File: config.mk
export PLATFORM = sky130hd
export DESIGN_NAME = player_laser_flat
export DESIGN_NICKNAME = d
export VERILOG_FILES = /design/src/rtl/game_pkg.sv /design/src/rtl/player_laser_if.sv /design/src/rtl/player_laser_edge_detect.sv /design/src/rtl/player_laser.sv /design/src/flat_wrapper.sv
export SDC_FILE = /design/constraint.sdc
export NUM_CORES = 1
export LEC_CHECK = 0
export CAP_MARGIN = 30
export CORE_UTILIZATION = 45
export CTS_CLUSTER_SIZE = 8
export DETAILED_ROUTE_END_ITERATION = 8
export PLACE_DENSITY_LB_ADDON = 0.08
export SYNTH_ARGS = -nofsm -noshare
export SYNTH_HDL_FRONTEND = slang
export SYNTH_SLANG_ARGS = --single-unit
File: constraint.sdc
create_clock -name clk_i -period 4.6 [get_ports clk_i]
set_input_delay 0.46 -clock clk_i [delete_from_list [all_inputs] [get_ports clk_i]]
set_output_delay 0.46 -clock clk_i [all_outputs]
set_load 0.005 [all_outputs]
File: src/rtl/game_pkg.sv
// Types and constants shared by the player, laser and enemy blocks.
package game_pkg;

  typedef enum logic [2:0] {
    LS_IDLE = 3'b001,
    LS_FLY  = 3'b010,
    LS_COOL = 3'b100
  } laser_state_e;

  localparam logic [9:0] BORDER_LEFT  = 10'd9;
  localparam logic [9:0] BORDER_RIGHT = 10'd630;
  localparam logic [9:0] BORDER_TOP   = 10'd32;

  typedef struct packed {
    logic [3:0] r;
    logic [3:0] g;
    logic [3:0] b;
  } rgb_t;

  function automatic rgb_t to_rgb(input logic [11:0] c);
    return rgb_t'(c);
  endfunction

endpackage

File: src/rtl/player_laser_if.sv
// Control inputs and render/score outputs of the player laser.
interface player_laser_if;

  logic       fire_i;
  logic [9:0] gun_pos_i;
  logic       alive_i;
  logic       freeze_i;
  logic       frame_tick_i;
  logic       hit_i;
  logic       laser_active_o;
  logic [9:0] laser_x_left_o;
  logic [9:0] laser_x_right_o;
  logic [9:0] laser_y_top_o;
  logic [9:0] laser_y_bot_o;
  logic       fire_ack_o;
  logic       hit_enemy_o;
  logic [3:0] laser_red_o;
  logic [3:0] laser_green_o;
  logic [3:0] laser_blue_o;
  logic [2:0] state_o;

  modport master (
    output fire_i, gun_pos_i, alive_i, freeze_i, frame_tick_i, hit_i,
    input  laser_active_o, laser_x_left_o, laser_x_right_o, laser_y_top_o,
           laser_y_bot_o, fire_ack_o, hit_enemy_o, laser_red_o,
           laser_green_o, laser_blue_o, state_o
  );

  modport slave (
    input  fire_i, gun_pos_i, alive_i, freeze_i, frame_tick_i, hit_i,
    output laser_active_o, laser_x_left_o, laser_x_right_o, laser_y_top_o,
           laser_y_bot_o, fire_ack_o, hit_enemy_o, laser_red_o,
           laser_green_o, laser_blue_o, state_o
  );

endinterface

File: src/rtl/player_laser_edge_detect.sv
// Rising-edge pulse generator with asynchronous active-low reset.
module edge_detect (
  input  logic clk_i,
  input  logic rst_ni,
  input  logic sig_i,
  output logic rise_o
);

  logic sig_q;

  always_ff @(posedge clk_i or negedge rst_ni) begin
    if (!rst_ni) sig_q <= 1'b0;
    else         sig_q <= sig_i;
  end

  assign rise_o = sig_i & ~sig_q;

endmodule

File: src/rtl/player_laser.sv
// Single-shot player laser: spawn on fire edge, climb per frame, retire on
// hit or top border, then wait a frame-counted cooldown.
module player_laser
  import game_pkg::*;
#(
  parameter logic [11:0] color_p      = 12'hFFF,
  parameter logic [9:0]  step_p       = 10'd4,
  parameter logic [9:0]  top_border_p = 10'd32,
  parameter logic [9:0]  spawn_y_p    = 10'd440,
  parameter logic [9:0]  width_p      = 10'd2,
  parameter logic [9:0]  height_p     = 10'd12,
  parameter logic [3:0]  cooldown_p   = 4'd8
) (
  input  logic           clk_i,
  input  logic           reset_i,
  player_laser_if.slave  bus
);

  laser_state_e state_q, state_d;
  logic [9:0]   x_left_q, x_left_d;
  logic [9:0]   y_top_q, y_top_d;
  logic [3:0]   cool_cnt_q, cool_cnt_d;
  logic         laser_active_q, laser_active_d;
  logic         fire_ack_q, fire_ack_d;
  logic         hit_enemy_q, hit_enemy_d;
  logic         fire_rise;
  rgb_t         color;

  edge_detect u_fire_edge (
    .clk_i  (clk_i),
    .rst_ni (reset_i),
    .sig_i  (bus.fire_i),
    .rise_o (fire_rise)
  );

  always_comb begin
    state_d     = state_q;
    x_left_d    = x_left_q;
    y_top_d     = y_top_q;
    cool_cnt_d  = cool_cnt_q;
    fire_ack_d  = 1'b0;
    hit_enemy_d = 1'b0;
    case (state_q)
      LS_IDLE: begin
        if (fire_rise && bus.alive_i && !bus.freeze_i) begin
          x_left_d   = bus.gun_pos_i;
          y_top_d    = spawn_y_p;
          state_d    = LS_FLY;
          fire_ack_d = 1'b1;
        end
      end
      LS_FLY: begin
        if (!bus.alive_i) begin
          state_d = LS_IDLE;
        end else if (bus.freeze_i) begin
          state_d = LS_FLY;
        end else if (bus.hit_i) begin
          hit_enemy_d = 1'b1;
          state_d     = LS_COOL;
          cool_cnt_d  = cooldown_p;
        end else if (bus.frame_tick_i) begin
          // Compare before subtracting so y_top can never wrap below zero.
          if (y_top_q < top_border_p + step_p) begin
            state_d    = LS_COOL;
            cool_cnt_d = cooldown_p;
          end else begin
            y_top_d = y_top_q - step_p;
          end
        end
      end
      LS_COOL: begin
        if (!bus.alive_i || cool_cnt_q == '0) begin
          state_d = LS_IDLE;
        end else if (bus.frame_tick_i && !bus.freeze_i) begin
          cool_cnt_d = cool_cnt_q - 4'd1;
        end
      end
      default: state_d = LS_IDLE;
    endcase
    laser_active_d = (state_d == LS_FLY);
  end

  always_ff @(posedge clk_i or negedge reset_i) begin
    if (!reset_i) begin
      state_q        <= LS_IDLE;
      x_left_q       <= '0;
      y_top_q        <= spawn_y_p;
      cool_cnt_q     <= '0;
      laser_active_q <= 1'b0;
      fire_ack_q     <= 1'b0;
      hit_enemy_q    <= 1'b0;
    end else begin
      state_q        <= state_d;
      x_left_q       <= x_left_d;
      y_top_q        <= y_top_d;
      cool_cnt_q     <= cool_cnt_d;
      laser_active_q <= laser_active_d;
      fire_ack_q     <= fire_ack_d;
      hit_enemy_q    <= hit_enemy_d;
    end
  end

  assign color               = to_rgb(color_p);
  assign bus.laser_active_o  = laser_active_q;
  assign bus.fire_ack_o      = fire_ack_q;
  assign bus.hit_enemy_o     = hit_enemy_q;
  assign bus.state_o         = state_q;
  assign bus.laser_x_left_o  = x_left_q;
  assign bus.laser_x_right_o = x_left_q + width_p - 10'd1;
  assign bus.laser_y_top_o   = y_top_q;
  assign bus.laser_y_bot_o   = y_top_q + height_p - 10'd1;
  assign bus.laser_red_o     = color.r;
  assign bus.laser_green_o   = color.g;
  assign bus.laser_blue_o    = color.b;

endmodule

File: src/flat_wrapper.sv
// flat-port wrapper written by rule: the top's interface ports become plain ports
module player_laser_flat import game_pkg::*;
#(
  parameter logic [11:0] color_p      = 12'hFFF,
  parameter logic [9:0]  step_p       = 10'd4,
  parameter logic [9:0]  top_border_p = 10'd32,
  parameter logic [9:0]  spawn_y_p    = 10'd440,
  parameter logic [9:0]  width_p      = 10'd2,
  parameter logic [9:0]  height_p     = 10'd12,
  parameter logic [3:0]  cooldown_p   = 4'd8
)
  (clk_i, reset_i, bus_fire_i, bus_gun_pos_i, bus_alive_i, bus_freeze_i, bus_frame_tick_i, bus_hit_i, bus_laser_active_o, bus_laser_x_left_o, bus_laser_x_right_o, bus_laser_y_top_o, bus_laser_y_bot_o, bus_fire_ack_o, bus_hit_enemy_o, bus_laser_red_o, bus_laser_green_o, bus_laser_blue_o, bus_state_o);
  player_laser_if bus_i ();
  input  logic clk_i;
  input  logic reset_i;
  input wire logic [$bits(bus_i.fire_i)-1:0] bus_fire_i;
  input wire logic [$bits(bus_i.gun_pos_i)-1:0] bus_gun_pos_i;
  input wire logic [$bits(bus_i.alive_i)-1:0] bus_alive_i;
  input wire logic [$bits(bus_i.freeze_i)-1:0] bus_freeze_i;
  input wire logic [$bits(bus_i.frame_tick_i)-1:0] bus_frame_tick_i;
  input wire logic [$bits(bus_i.hit_i)-1:0] bus_hit_i;
  output wire logic [$bits(bus_i.laser_active_o)-1:0] bus_laser_active_o;
  output wire logic [$bits(bus_i.laser_x_left_o)-1:0] bus_laser_x_left_o;
  output wire logic [$bits(bus_i.laser_x_right_o)-1:0] bus_laser_x_right_o;
  output wire logic [$bits(bus_i.laser_y_top_o)-1:0] bus_laser_y_top_o;
  output wire logic [$bits(bus_i.laser_y_bot_o)-1:0] bus_laser_y_bot_o;
  output wire logic [$bits(bus_i.fire_ack_o)-1:0] bus_fire_ack_o;
  output wire logic [$bits(bus_i.hit_enemy_o)-1:0] bus_hit_enemy_o;
  output wire logic [$bits(bus_i.laser_red_o)-1:0] bus_laser_red_o;
  output wire logic [$bits(bus_i.laser_green_o)-1:0] bus_laser_green_o;
  output wire logic [$bits(bus_i.laser_blue_o)-1:0] bus_laser_blue_o;
  output wire logic [$bits(bus_i.state_o)-1:0] bus_state_o;
  assign bus_i.fire_i = bus_fire_i;
  assign bus_i.gun_pos_i = bus_gun_pos_i;
  assign bus_i.alive_i = bus_alive_i;
  assign bus_i.freeze_i = bus_freeze_i;
  assign bus_i.frame_tick_i = bus_frame_tick_i;
  assign bus_i.hit_i = bus_hit_i;
  assign bus_laser_active_o = bus_i.laser_active_o;
  assign bus_laser_x_left_o = bus_i.laser_x_left_o;
  assign bus_laser_x_right_o = bus_i.laser_x_right_o;
  assign bus_laser_y_top_o = bus_i.laser_y_top_o;
  assign bus_laser_y_bot_o = bus_i.laser_y_bot_o;
  assign bus_fire_ack_o = bus_i.fire_ack_o;
  assign bus_hit_enemy_o = bus_i.hit_enemy_o;
  assign bus_laser_red_o = bus_i.laser_red_o;
  assign bus_laser_green_o = bus_i.laser_green_o;
  assign bus_laser_blue_o = bus_i.laser_blue_o;
  assign bus_state_o = bus_i.state_o;
  player_laser #(.color_p(color_p), .step_p(step_p), .top_border_p(top_border_p), .spawn_y_p(spawn_y_p), .width_p(width_p), .height_p(height_p), .cooldown_p(cooldown_p)) u_core (.clk_i(clk_i), .reset_i(reset_i), .bus(bus_i));
endmodule
==> metrics.txt <==
clock root buffer clkbuf_8; TritonCTS clock tree yes; Worst Max-Slew Pin Slew 0.883 ns; Worst Skew 0.00469 ns; most common cell in the netlist dfrtp_1; largest net degree at the start of global routing 30; sequential area share after synthesis 0.412; Critical Path AT 2.12 ns; Seq cells post-synth 29; met3 wire len 271 um; fin crit share 0.560; Worst slew margin 0.409; fin. max-slew vios 0; DRT antenna net count 0; die width 64.9 um; number of global-route vias before repair 1452; Post-Syn Area 0.00178 mm2; postcts setup bufs 0; area post-placement 0.00232 mm2; CTS Hold Buffers Added 0; Finished Cell Area 0.00242 mm2; Yosys warnings 0; RePlAce Congestion 0.872; Tot GR Track Use 0.196; CP endpoint kind output pin; Initial Utilization 0.478; CTS Buffer Depth 2; Post-synth top cells dfrtp_1 (23), buf_4 (17), nor2_1 (14), inv_1 (11), mux2_2 (10); Max IR drop VDD 0.155 mV; # clock sinks 29; IO Port Bufs 58; row cnt 22; min Tclk post-route 2.58 ns; final hold violation count 0; Syn Inst Count 184; max-cap violation count 0; share of post-route cells with drive strength above 1 0.120; static leakage 1.02 nW; GRT overflow 0; Power Density 317 mW/mm2; HPWL after DPL 2.74 mm; num ports 75; Die Ht 64.9 um; Final setup viols 0; antenna violations before repair 0; routed length per placed instance 12.7 um; number of flops mapped to enable cells by yosys 0; CP Launch Type flip-flop; Post-Route M1 WL 1.63 mm; syn avg cell area 9.66 um2; Post-synth ARST share 1.00; first-pass GRT wire length 6.31 mm; highest clock rate 388 MHz; fin nets 261; core area 0.00372 mm2; Yosys top cell area share 0.324; # DRC 0; n_diodes 0; DR iter-0 viols 37; TNS Setup 0 ns; cts bufs inserted 5; min-delay worst type reg2reg; worst setup path category reg2out; outcome finished, final reports clean; worst path required time 4.14 ns; uppermost layer routed met4; number of library cell types mapped by synthesis 46; drt total wl 3.67 mm; Clock Latency Late Sink 0.27 ns; Area growth syn-to-layout 36.0%; CTS resizes 0; CP max FO 10; met2 WL 1.72 mm; H-tree depth 2; clk slew on worst S/H paths 0.06 ns; vias 1505; drt pass-1 iters 4; Primary FF master, synth dfrtp_1; Die Footprint 0.00421 mm2; post-synth top area cell dfrtp_1; main area contributors after synthesis dfrtp_1 (32%), dfstp_2 (8.9%), buf_4 (7.2%); Vias/cell 5.21; RSZ-0062 raised after global routing false
flip-flops by register name (all words and copies together), names as in the netlist:
register                   count
u_core.bus.hit_enemy_o         1
u_core.u_fire_edge.sig_q       1
u_core.bus.laser_y_top_o       8
u_core.bus.fire_ack_o          1
u_core.cool_cnt_q              4
u_core.bus.laser_active_o      1
u_core.bus.state_o             3
u_core.bus.laser_x_left_o     10
through the flow:
step | instances | utilization | hold slack, ns | setup WS [ns] | power, mW
floorplan | 198 | - | 0.164 | 2.58 | 0.410
global placement | 281 | 0.623 | 0.486 | 2.13 | 0.542
detailed placement | 281 | 0.623 | 0.495 | 2.06 | 0.547
CTS | 289 | 0.651 | 0.503 | 2.00 | 0.774
global route | 289 | 0.651 | 0.518 | 1.89 | 0.813
finish | 289 | 0.651 | 0.501 | 2.02 | 0.766
report_power, final:
group          switching [mW]  total, mW  internal (mW)
clock network          0.0901      0.225          0.135
logic                  0.0677      0.217          0.149
registers              0.0381      0.324          0.286
total                   0.196      0.766          0.570
path summary, 6_finish.rpt:
kind | startpoint | endpoint | slack (ns) | depth (start not counted)
max in group asynchronous | reset_i | u_core.bus.laser_y_top_o[5] | 3.72 | 2
worst min-delay path | u_core.cool_cnt_q[0] | u_core.cool_cnt_q[0] | 0.50 | 1
worst min register to register | u_core.cool_cnt_q[0] | u_core.cool_cnt_q[0] | 0.50 | 1
worst max-delay path | u_core.bus.laser_y_top_o[5] | bus_laser_y_bot_o[9] | 2.02 | 5
worst max register to register | u_core.bus.laser_y_top_o[9] | u_core.bus.laser_y_top_o[5] | 2.24 | 5
min in group asynchronous | reset_i | u_core.bus.fire_ack_o | 0.57 | 2
cell type report:
cell class | instances | area [um2]
clock buffers | 7 | 96.3
well taps | 48 | 60.1
inverters | 11 | 41.3
fillers | 319 | 1300
flip-flops and latches | 29 | 733
repair buffers | 60 | 596
multi-input cells | 133 | 886
clock inverters | 1 | 5.00
placed cells by master, fill, tap and decap left out, types with 5 or more instances in the layout:
master           count
clkdlybuf4s50_1     58
dfrtp_1             23
conb_1              16
nor2_1              14
inv_1               11
mux2_2              10
xnor2_1              9
nand2_1              9
clkbuf_8             7
nand3_1              6
dfstp_2              6
xor2_1               5
or3_1                5
critical path, stage by stage (launching register included):
cell and delay [ns]:
dfstp_2 0.62, inv_1 0.11, nor2_1 0.27, nand4_1 0.15, xnor2_1 0.16, clkdlybuf4s50_1 0.53
layer usage:
layer	track usage	vias to the layer above
li1	-	712
met1	0.239	710
met2	0.322	77
met3	0.0440	6
met4	0.103	0
met5	0	-
logic make-up after synthesis:
family | after synthesis | synth area share
compound gates | 26 | 0.0978
simple gates | 61 | 0.195
fa+ha+maj | 4 | 0.0282
buf+inv | 36 | 0.119
xor+xnor | 14 | 0.0690
mux | 12 | 0.0746
flops | 29 | 0.412
other cells | 2 | 0.00422
Power figures use the tool's default switching activity.
==> RTL change 1: new RTL, config.mk and constraints unchanged <==
Make the reset (`reset_i` and `rst_ni`) synchronous in 2 clocked blocks. Comments in the files are not updated.
--- a/src/rtl/player_laser_edge_detect.sv
+++ b/src/rtl/player_laser_edge_detect.sv
@@ -9,5 +9,5 @@
   logic sig_q;
 
-  always_ff @(posedge clk_i or negedge rst_ni) begin
+  always_ff @(posedge clk_i) begin
     if (!rst_ni) sig_q <= 1'b0;
     else         sig_q <= sig_i;
--- a/src/rtl/player_laser.sv
+++ b/src/rtl/player_laser.sv
@@ -81,5 +81,5 @@
   end
 
-  always_ff @(posedge clk_i or negedge reset_i) begin
+  always_ff @(posedge clk_i) begin
     if (!reset_i) begin
       state_q        <= LS_IDLE;
Formal check against the unedited RTL: differs if reset_i is asserted again (counterexample within 4 cycles, from zero or initial values and one cycle with reset_i low); with reset_i held inactive, the same outputs for 10 cycles.
==> RTL change 1 against the original RTL <==
- final area fell by 2.0%
- non-clock buffer count unchanged
- fmax rose by 4.2%
- count of clock-buffer cells in the layout is the same
- setup slack better by 0.10 ns
- wire length is 2.6% higher
- sequential cell count unchanged
- core utilization fell by 0.32 points
- synthesized area down 3.4%
- highest routed layer unchanged
Power is not compared: it rests on default switching activity, and its combinational part moved more than twofold at a synthesized area within 25%.
==> RTL change 1: results (changes against the original RTL) <==
----------------------------------------------------
[Status]
  Outcome ... completed

[Clock network]
  Skew-Pair Late Insertion Delay ... 0.28 ns
  Buffer type at the clock tree root ... clkbuf_8
  Buffers from clock root to sink, at most ... 2 (unchanged)
  Total clock buffers created by CTS ... 5 (unchanged)
  Number of gates resized after CTS ... 0 (unchanged)
  Total number of H-tree levels ... 2 (unchanged)

[Synth]
  Ranking of synthesized cells by instance count ... 29 x dfxtp_1, 21 x nand2_1
  Most area-consuming cells after synthesis ... dfxtp_1 34%, buf_4 7.4%, a21oi_1 5.0%
  Warning count from the yosys run ... 0 (unchanged)
  Yosys cell types ... 42 (-8.7%)
  Sequential area share after synthesis ... 33.8% (-7.4 points)
  Cells after Synth ... 212 (+15%)
  Proportion of synthesized flip-flops having asynchronous set or reset ... 0% (-100 points)

[Global route]
  Via count of the first global-routing pass ... 1,358 (-6.5%)
  Largest net degree at the start of global routing ... 18 (-40%)
  Number of antenna violations at the first check in global routing ... 0 (unchanged)
  Wire length of the first global-routing pass ... 6.21 mm (-1.5%)
  All-Layer GR Usage ... 19.6% (about the same)

[Drt]
  Routed vias/inst ... 4.90 (-5.9%)
  Total Routed Length ... 3.77 mm (+2.6%)
  First-pass iteration count of the detailed router ... 6 (+2)
  Violation count after the first detailed-routing iteration ... 59 (+59%)

[Critical path]
  R2r startpoint ... u_core.bus.state_o[0]
  Longest individual stage delay on the worst path ... 0.51 ns (-0.11 ns)
  Slowest cell on the critical path ... clkdlybuf4s50_1
  Dominant delay contributor by cell family on the critical path ... buffers and inverters
  Data arrival at the endpoint of the critical path ... 2.01 ns (-0.11 ns)
  Logic depth of the worst register-to-register path ... 5 (unchanged)
  Critical Path Source ... u_core.bus.laser_x_left_o[0]
  Worst reg2reg path endpoint ... u_core.bus.laser_y_top_o[5]
  Endpoint of the most critical setup path ... bus_laser_x_right_o[8]
  Setup slack, reg-to-reg ... 2.57 ns (+0.33 ns)
  Highest fanout seen on the critical path ... 6 (-4)

[Worst hold path]
  Hold depth ... 1 (unchanged)
  Hold Crit Class ... flop to flop
  Startpoint of the most critical hold path ... u_core.cool_cnt_q[3]
  Hold path endpoint ... u_core.cool_cnt_q[3]

[Placed design]
  Global placer's final weighted congestion ... 0.789 (-9.5%)
  Cells after DPL ... 310 (+10%)
  Number of input and output port buffers inserted ... 58 (unchanged)
  Half-perimeter wire length of the detailed placement result ... 2.77 mm (+0.98%)
  Placed standard-cell area ... 2270 um2 (-2.1%)

[Timing]
  Rel. slew slack ... 64.4% (+23 points)
  Worst setup skew after layout ... 0.00359 ns (-0.00109 ns)

[Final layout]
  Inserted Diodes ... 0 (unchanged)
  Layout fillers ... 345 (+8.2%)
  Share of layout cells above drive strength 1 ... 7.41% (-4.6 points)
  Final Net Count ... 290 (+11%)
  Max reg flops ... 10 (unchanged)
  Final non-filler cell total ... 318 (+10%)

[Pwr]
  Static leakage ... 0.000927 uW

[Floorplanning]
  Number of rows created at floorplan ... 22 (unchanged)

----------------------------------------------------
[RTL change 1: cell types whose count changed after synthesis, moves of 4 or more]
cell     before  now
nand3_1       6   17
dfxtp_1       0   29
dfrtp_1      23    0
dfstp_2       6    0
nand2_1       9   21
mux2_2       10    0
a21oi_1       4   17
buf_2         4    0
[RTL change 1: logic make-up (layout without fill, tap and decap cells)]
kind of cell	Yosys count	after routing	share of synthesized area [%]
and+or+nand+nor	87	87	26.7
AOI/OAI and AO/OA	37	37	14.5
buffers and inverters	34	78	11.7
DFF	29	29	33.8
xor gates and xnor gates	15	15	7.65
adders and majority gates	4	4	2.92
muxes	4	4	2.33
other	2	16	0.437
[RTL change 1: stage by stage]
| stage | hold slack (ns) | worst slack [ns] |
|---|---|---|
| final | 0.483 | 2.13 |
| after global routing | 0.516 | 1.90 |
| after CTS | 0.482 | 2.09 |
| after detailed placement | 0.474 | 2.07 |
| after global placement | 0.467 | 1.56 |
| after floorplan | 0.450 | 2.76 |
[RTL change 1: power by group]
group | leakage, uW | switching (uW) | total, uW | internal (uW)
sequential | 0.000235 | 5.04 | 260 | 255
clock | 0.0000542 | 96.2 | 231 | 135
combinational | 0.000638 | 25.5 | 57.5 | 32.1
total | 0.000927 | 127 | 549 | 422
[RTL change 1: layer usage]
metal  global-route usage, %  share of wire [%]  wire (um)  up-vias
met1                    24.5                 46       1740      692
met5                       0                  0          0        -
li1                        -                  -          -      815
met3                    6.25                5.6        211        6
met4                    5.97                1.2         47        0
met2                    31.9                 47       1770       46
[RTL change 1: cell type report]
type                    instances  area [um2]  area share, %
clock buffers                   7        96.3           4.07
repair buffers                 60         596           25.1
inverters                      10        37.5           1.58
clock inverters                 1        5.00          0.211
multi-input cells             163         995           42.0
well taps                      48        60.1           2.53
flip-flops and latches         29         581           24.5
==> RTL change 2: new RTL, same flow settings <==
Without the edit above. `cooldown_p` is set to 4'd8 in 2 places; all go to 4'd6.
--- a/src/rtl/player_laser.sv
+++ b/src/rtl/player_laser.sv
@@ -10,5 +10,5 @@
   parameter logic [9:0]  width_p      = 10'd2,
   parameter logic [9:0]  height_p     = 10'd12,
-  parameter logic [3:0]  cooldown_p   = 4'd8
+  parameter logic [3:0]  cooldown_p   = 4'd6
 ) (
   input  logic           clk_i,
--- a/src/flat_wrapper.sv
+++ b/src/flat_wrapper.sv
@@ -8,5 +8,5 @@
   parameter logic [9:0]  width_p      = 10'd2,
   parameter logic [9:0]  height_p     = 10'd12,
-  parameter logic [3:0]  cooldown_p   = 4'd8
+  parameter logic [3:0]  cooldown_p   = 4'd6
 )
   (clk_i, reset_i, bus_fire_i, bus_gun_pos_i, bus_alive_i, bus_freeze_i, bus_frame_tick_i, bus_hit_i, bus_laser_active_o, bus_laser_x_left_o, bus_laser_x_right_o, bus_laser_y_top_o, bus_laser_y_bot_o, bus_fire_ack_o, bus_hit_enemy_o, bus_laser_red_o, bus_laser_green_o, bus_laser_blue_o, bus_state_o);
Formal check against the unedited RTL: not equivalent (Yosys sat finds a counterexample within 10 cycles, from zero or initial values and one cycle with reset_i low).
==> RTL change 2 against the original RTL <==
- wire length grew 0.74%
- power up 3.8%
- synthesized area increased by 0.14%
- sequential cell count did not move
- count of clock-buffer cells in the layout unchanged
- setup slack better by 0.099 ns
- cell count up 6.6%
- final area rose by 0.67%
==> RTL change 2: results (changes against the original RTL) <==
----------------------------------------------------
[Clock network]
  Total clock buffers created by CTS ... 5 (unchanged)
  Number of gates resized after CTS ... 0 (unchanged)

[Critical path]
  Longest individual stage delay on the worst path ... 0.51 ns (-0.11 ns)
  Setup slack, reg-to-reg ... 2.56 ns (+0.32 ns)
  Highest fanout seen on the critical path ... 7 (-3)
  Dominant delay contributor by cell family on the critical path ... simple AND/OR/NAND/NOR gates
  Worst reg2reg path endpoint ... u_core.bus.laser_y_top_o[3]
  Critical Path Source ... u_core.bus.laser_x_left_o[2]
  Data arrival at the endpoint of the critical path ... 2.02 ns (-0.10 ns)
  R2r startpoint ... u_core.bus.state_o[0]
  Slowest cell on the critical path ... clkdlybuf4s50_1

[Placed design]
  Half-perimeter wire length of the detailed placement result ... 2.77 mm (+1.2%)
  Placed standard-cell area ... 2320 um2 (about the same)
  Global placer's final weighted congestion ... 0.878 (+0.77%)
  Cells after DPL ... 300 (+6.8%)

[Pwr]
  Static leakage ... 0.00105 uW (+3.1%)
  Net Switching ... 203 uW (+3.5%)
  Worst IR Drop VDD ... 0.236 mV (+53%)

[Status]
  Outcome ... completed

[Worst hold path]
  Hold path endpoint ... u_core.bus.laser_x_left_o[9]
  Hold depth ... 2 (+1)
  Startpoint of the most critical hold path ... u_core.bus.laser_x_left_o[9]

[Drt]
  Violation count after the first detailed-routing iteration ... 45 (+22%)
  Total Routed Length ... 3.70 mm (+0.74%)
  Detailed-route wire length per cell ... 12.0 um (-5.5%)
  Routed vias/inst ... 4.95 (-5.0%)

[Synth]
  Synth Area in XOR/XNOR ... 8.85% (+2.0 points)
  Sequential area share after synthesis ... 41.2% (-0.058 points)
  Ranking of synthesized cells by instance count ... 42 x nand2_1, 23 x dfrtp_1, 17 x buf_4
  Yosys cell types ... 45 (-2.2%)
  Post-synthesis adder-cell area fraction ... 2.11% (-0.71 points)
  Most area-consuming cells after synthesis ... dfrtp_1 32%, dfstp_2 8.9%, nand2_1 8.9%
  Area fraction in compound gates after synthesis ... 8.50% (-1.3 points)
  Cells after Synth ... 203 (+10%)
  Portion of netlist area occupied by mux cells ... 1.26% (-6.2 points)

[Global route]
  Via count of the first global-routing pass ... 1,381 (-4.9%)
  Largest net degree at the start of global routing ... 30 (unchanged)
  Wire length of the first global-routing pass ... 6.31 mm (+0.11%)
  All-Layer GR Usage ... 19.5% (-0.16 points)

[Timing]
  Worst setup skew after layout ... 0.00198 ns (-0.00271 ns)
  Rel. slew slack ... 59.5% (+19 points)

[Final layout]
  Final Net Count ... 279 (+6.9%)
  Share of layout cells above drive strength 1 ... 7.69% (-4.3 points)

----------------------------------------------------
==> RTL change 2: cell types whose count changed in the layout (fill, tap and decap cells not counted), sizes merged, moves of 3 or more <==
cell / change
nor3: +4
or3: -4
nand2b: +3
xnor2: +3
mux2: -8
o21bai: -3
nor2: -4
nand2: +33
==> RTL change 2: cells by family after synthesis <==
| kind of cell | after synthesis |
|---|---|
| and+or+nand+nor | 92 |
| buffers and inverters | 34 |
| DFF | 29 |
| AOI/OAI and AO/OA | 23 |
| xor gates and xnor gates | 18 |
| adders and majority gates | 3 |
| other | 2 |
| muxes | 2 |
==> RTL change 2: worst register-to-register path, stage by stage (launching register included) <==
cell and delay, ns:
dfstp_2 0.63, nand4b_1 0.14, or2_1 0.43, inv_2 0.31
o22ai_1 0.14, mux2_1 0.33
==> RTL change 2: area by class of cell <==
type                            instances  area, um2
Multi-Input combinational cell        154        898
Inverter                               10       37.5
Sequential cell                        29        733
Timing Repair Buffer                   59        588
Clock buffer                            7       86.3
Fill cell                             320       1280
Tap cell                               48       60.1
Clock inverter                          1       30.0
==> RTL change 2: power groups by stage <==
stage / clock [uW] / combinational, uW / sequential [uW]
after global placement: 0 / 200 / 325
after global routing: 292 / 221 / 327
after CTS: 281 / 203 / 321
final: 274 / 200 / 321
after floorplan: 0 / 80.7 / 319
after detailed placement: 0 / 202 / 325
==> RTL change 2: through the flow <==
stage               worst slack (ns)  hold WS [ns]  util (%)  power, uW
finish                          2.12         0.531      65.5        795
global route                    1.88         0.573      65.5        840
global placement                2.08         0.524      62.4        525
CTS                             2.09         0.538      65.5        804
floorplan                       2.72         0.164         -        400
detailed placement              2.03         0.523      62.4        528
==> RTL change 2: routing by layer <==
| metal | wire [um] | vias up | track usage (%) |
|---|---|---|---|
| met5 | 0 | - | 0 |
| met4 | 73 | 0 | 8.89 |
| met3 | 198 | 7 | 4.23 |
| met2 | 1650 | 58 | 30.5 |
| met1 | 1780 | 698 | 25.5 |
| li1 | - | 761 | - |
==> RTL change 2: worst max path at each step <==
| stage | to | slack [ns] |
|---|---|---|
| 3_3_place_gp | u_core.bus.laser_y_top_o[3] | 2.08 |
| 5_1_grt | bus_laser_x_right_o[9] | 1.88 |
| 2_1_floorplan | u_core.bus.laser_y_top_o[8] | 2.72 |
| 3_5_place_dp | u_core.bus.laser_y_top_o[3] | 2.03 |
| 6_report | bus_laser_x_right_o[9] | 2.12 |
| 4_1_cts | bus_laser_x_right_o[9] | 2.09 |
